<file path="src/rtl/register_file_32x32.sv">
// register_file_32x32: 32 x 32-bit register file, one write port, two
// registered read ports. Register 0 is hardwired to zero.
// Optional feature: define REGISTER_FILE_BYPASS_EN to forward write_data to a
// read port that addresses the register being written on the same edge
// (write-first). Without it, reads return the pre-write value.
module register_file_32x32 #(
  parameter int WIDTH     = 32,
  parameter int ADDR_BITS = 5
) (
  input  logic                 clk,
  input  logic                 reset,
  input  logic                 write_enable,
  input  logic [ADDR_BITS-1:0] write_address,
  input  logic [WIDTH-1:0]     write_data,
  input  logic [ADDR_BITS-1:0] read_address1,
  input  logic [ADDR_BITS-1:0] read_address2,
  output logic [WIDTH-1:0]     read_data1,
  output logic [WIDTH-1:0]     read_data2
);

  localparam int DEPTH = 2 ** ADDR_BITS;

  logic [DEPTH-1:0] write_onehot;
  logic [WIDTH-1:0] reg_q [DEPTH];
  logic [WIDTH-1:0] reg_d [DEPTH];
  logic [WIDTH-1:0] read_data1_q, read_data1_d;
  logic [WIDTH-1:0] read_data2_q, read_data2_d;

  // One-hot write enable decode; gated by write_enable first so an unknown
  // address while idle selects nothing. Bit 0 is never enabled.
  always_comb begin
    write_onehot = '0;
    if (write_enable) begin
      write_onehot[write_address] = 1'b1;
    end
    write_onehot[0] = 1'b0;
  end

  // Next state of each register: load write_data when selected, else hold.
  always_comb begin
    for (int i = 0; i < DEPTH; i++) begin
      reg_d[i] = write_onehot[i] ? write_data : reg_q[i];
    end
    reg_d[0] = '0;
  end

  // Read word selection from pre-write array state, with optional forwarding.
  always_comb begin
    read_data1_d = (read_address1 == '0) ? '0 : reg_q[read_address1];
    read_data2_d = (read_address2 == '0) ? '0 : reg_q[read_address2];
`ifdef REGISTER_FILE_BYPASS_EN
    if (write_enable && (write_address != '0)) begin
      if (read_address1 == write_address) read_data1_d = write_data;
      if (read_address2 == write_address) read_data2_d = write_data;
    end
`endif
  end

  // Array and read-port registers; reset clears everything and drops writes.
  always_ff @(posedge clk) begin
    if (reset) begin
      for (int i = 0; i < DEPTH; i++) begin
        reg_q[i] <= '0;
      end
      read_data1_q <= '0;
      read_data2_q <= '0;
    end else begin
      for (int i = 0; i < DEPTH; i++) begin
        reg_q[i] <= reg_d[i];
      end
      read_data1_q <= read_data1_d;
      read_data2_q <= read_data2_d;
    end
  end

  assign read_data1 = read_data1_q;
  assign read_data2 = read_data2_q;

endmodule

</file>
<file path="config.mk">
export PLATFORM = sky130hd
export DESIGN_NAME = register_file_32x32
export DESIGN_NICKNAME = d
export VERILOG_FILES = /design/src/rtl/register_file_32x32.sv
export SDC_FILE = /design/constraint.sdc
export NUM_CORES = 2
export LEC_CHECK = 0
export BUFFER_PORTS_ARGS = -buffer_cell sky130_fd_sc_hd__buf_2
export CAP_MARGIN = 5
export CORE_MARGIN = 5
export CORE_UTILIZATION = 50
export CTS_CLUSTER_DIAMETER = 60
export DETAILED_ROUTE_END_ITERATION = 7
export HOLD_SLACK_MARGIN = 0.15
export PLACE_DENSITY = 0.76
export SYNTH_ARGS = -nofsm -noshare
export SYNTH_HDL_FRONTEND = slang
export SYNTH_SLANG_ARGS = --single-unit
</file>
<file path="constraint.sdc">
create_clock -name clk -period 3.6 [get_ports clk]
set_input_delay 0.54 -clock clk [delete_from_list [all_inputs] [get_ports clk]]
set_output_delay 0.54 -clock clk [all_outputs]
set_load 0.01 [all_outputs]
</file>
==> results.py <==
metrics = {
    "clock_tree": {
        "cts_sinks": 1056,
        "cts_buffer_depth": 3,
        "clock_latency_ns": 0.69,
        "htree_num_levels": 3,
        "holdBufCountCts": 0,
        "postCtsSetupBuffers": 0,
        "cts_tree": "built",
        "clk_pin_slew_worst_paths_ns": 0.06,
        "cts_resized": 0,
        "cts-root-buf": "clkbuf_16",
        "cts_buffers": 100,
    },
    "floorplanning": {
        "rows": 117,
        "ioPinCount": 114,
        "die_height_um": 329,
        "start_util": 0.502,
        "dieArea_um2": 108000,
        "dieWidth_um": 329,
        "core_um2": 101000,
    },
    "run_status": {
        "outcome": "finished with violations",
        "violations": "DRC",
    },
    "routing": {
        "route.detailed.drc": 19,
        "wire_per_inst_um": 32.8,
        "finalWirelength_um": 162000,
        "drtIter0Drc": 5396,
        "ant_nets": 0,
        "vias_per_cell": 6.93,
        "drt-pass1-iter-count": 8,
        "num_vias": 34300,
    },
    "power": {
        "power_density_nw_per_um2": 513,
        "p_leak_nw": 20.0,
        "ir_drop_uv": 345,
        "power_w": 0.0291,
    },
    "worst_setup_path": {
        "crit_arrival_ns": 3.08,
        "reg2reg_from": "reg_q[27][13]",
        "path_max_fanout": 42,
        "endpoint_kind": "register",
        "reg2regPathDepth": 3,
        "r2r_slack_ns": 1.47,
        "required_ns": 4.11,
        "crit_path_start_kind": "input pin",
        "critPathKind": "in -> reg",
        "r2r_end": "read_data2[13]",
    },
    "timing": {
        "worstMarginPinSlew_ns": 1.13,
        "final.min_clock_period_ns": 2.56,
        "timing.fmax_mhz": 390,
        "slew_violations": 0,
        "setup_viol": 0,
        "rsz0062_at_grt": "no",
        "period_share": 0.712,
        "hold_viol_final": 0,
        "finClkSkew_ns": 0.0271,
        "slew_headroom": 0.243,
        "fin_tns_setup_ns": 0,
    },
    "global_route": {
        "grt_start_max_net_pins": 64,
        "grt_pass1_vias": 33100,
        "antenna_found_initial": 11,
        "grt_pass1_wl_um": 232000,
        "grt_usage": 0.293,
        "globalRouteOverflowTotal": 0,
    },
    "min_path": {
        "hp-class": "in -> reg",
        "min_to": "read_data1[31]",
        "hold_depth": 3,
        "min_from": "read_address1[4]",
    },
    "place": {
        "gp_congestion": 0.942,
        "io_buffers": 113,
        "dp_cells": 4757,
        "dpl.hpwl_um": 104000,
    },
    "finish": {
        "seq_area_um2": 31100,
        "layout-drive-gt1-share": 0.226,
        "fin_cells": 4949,
        "finalNetCount": 3541,
        "syn2layout_area_growth_pct": 11.7,
        "num-fill-cells": 7628,
        "multi_input_area_um2": 18300,
    },
    "synthesis": {
        "ys_seq_elements": 1056,
        "synth_edf_count": 992,
        "yosys_warnings": 0,
        "ys_types": 54,
        "ys.flop_type": "edfxtp_1",
        "synth.avg_cell_area_um2": 14.9,
        "async_flop_share": 0,
        "synthesis.instances": 3407,
        "yosysSeqAreaShare": 0.611,
        "synth_area_um2": 50900,
        "syn_nets": 3457,
    },
    "job": {
        "maxCapViolCount": 0,
    },
}
-- power breakdown --
group	switching (W)	total (W)	internal (W)
Sequential	0.000556	0.0149	0.0144
Combinational	0.00215	0.00356	0.00141
Clock	0.00469	0.0107	0.00597
-- how the worst max path moves through the flow --
| stage | start | endpoint | slack, ns | depth (start not counted) |
|---|---|---|---|---|
| 6_report | read_address1[1] | read_data1[29] | 1.04 | 5 |
| 3_5_place_dp | read_address2[1] | read_data2[5] | 0.45 | 6 |
| 5_1_grt | read_address2[1] | read_data2[13] | 0.96 | 5 |
| 3_3_place_gp | read_address2[1] | read_data2[5] | 0.42 | 6 |
| 4_1_cts | read_address2[1] | read_data2[13] | 1.16 | 5 |
| 2_1_floorplan | write_address[1] | reg_q[20][0] | -0.20 | 2 |
-- sequential cells by signal (all words and copies together) (netlist names) --
name	cells
read_data2	32
reg_q	992
read_data1	32
-- synthesized netlist by cell type, types with 29 or more instances --
cell        n  share of area
a221o_1    31         0.0061
mux2_2     63          0.014
inv_1      33         0.0024
buf_2      63         0.0062
o22ai_1    32         0.0039
nor2_1    549          0.040
dfxtp_1    64          0.025
nand2b_1   29         0.0036
a31oi_1    32         0.0039
mux4_1     43          0.022
clkbuf_1  182          0.013
a32oi_1    48         0.0083
mux4_2    241           0.11
a21oi_1    80         0.0079
o21ai_0    76         0.0075
edfxtp_1  992           0.59
mux2i_1   401          0.079
nand2_1   121         0.0089
a211oi_1   32         0.0047
a22oi_1    96          0.014
a221oi_1   34         0.0059
-- cell families after synthesis --
group / count (synthesis) / synth area share
AND/OR/NAND/NOR: 758 / 0.0605
multiplexers: 752 / 0.224
AO/OA/AOI/OAI: 495 / 0.0700
flip-flops: 1056 / 0.611
buffers and inverters: 346 / 0.0353
-- layout by cell type (no fill, tap or decap), types with 5 or more instances in the layout --
master      instances
a2111oi_1           8
a2111oi_2           8
a211oi_1           32
a21oi_1            80
a221o_1            31
a221oi_1           34
a222oi_1           15
a22oi_1            96
a31oi_1            32
a32oi_1            48
buf_12             33
buf_2             107
buf_4             149
bufinv_16           7
clkbuf_1           25
clkbuf_16         104
clkbuf_8            8
clkinv_1           13
clkinv_2           16
clkinvlp_4          7
dfxtp_1            64
edfxtp_1          992
inv_1              33
mux2_2             63
mux2i_1           401
mux4_1             43
mux4_2            241
nand2_1           101
nand2_2            20
nand2b_1           29
nand4_1            15
nor2_1            548
nor2b_1             8
nor2b_4             5
o21ai_0            64
o21ai_4            12
o22ai_1            32
or2b_1              6
-- routing by layer --
layer | vias to the layer above | share of wire | global-route usage
met2 | 3034 | 0.46 | 0.453
met3 | 456 | 0.15 | 0.101
met1 | 17100 | 0.35 | 0.390
met5 | - | 0.00052 | 0
met4 | 12 | 0.041 | 0.107
li1 | 13600 | - | -
-- through the flow --
step	hold WS [ns]	setup slack, ns	utilization	cell area, um^2
after floorplan	0.672	-0.198	-	50900
after global placement	0.747	0.420	0.528	53600
after detailed placement	0.755	0.446	0.528	53600
after CTS	0.309	1.16	0.560	56900
after global routing	0.365	0.961	0.560	56900
final	0.355	1.04	0.561	56900
-- layout make-up --
cell class                      instances  area share
Clock inverter                         52     0.00860
Tap cell                             1368      0.0301
Antenna cell                            4    0.000176
Multi-Input combinational cell       2005       0.321
Clock buffer                          136      0.0491
Inverter                               34     0.00229
Timing Repair Buffer                  294      0.0419
Sequential cell                      1056       0.546
-- critical path, cell delays in order --
cell	delay [ns]
buf_8	0.33
nor2b_4	1.00
a221o_1	0.31
a32oi_1	0.26
a2111oi_1	0.56
Power figures use the tool's default switching activity.
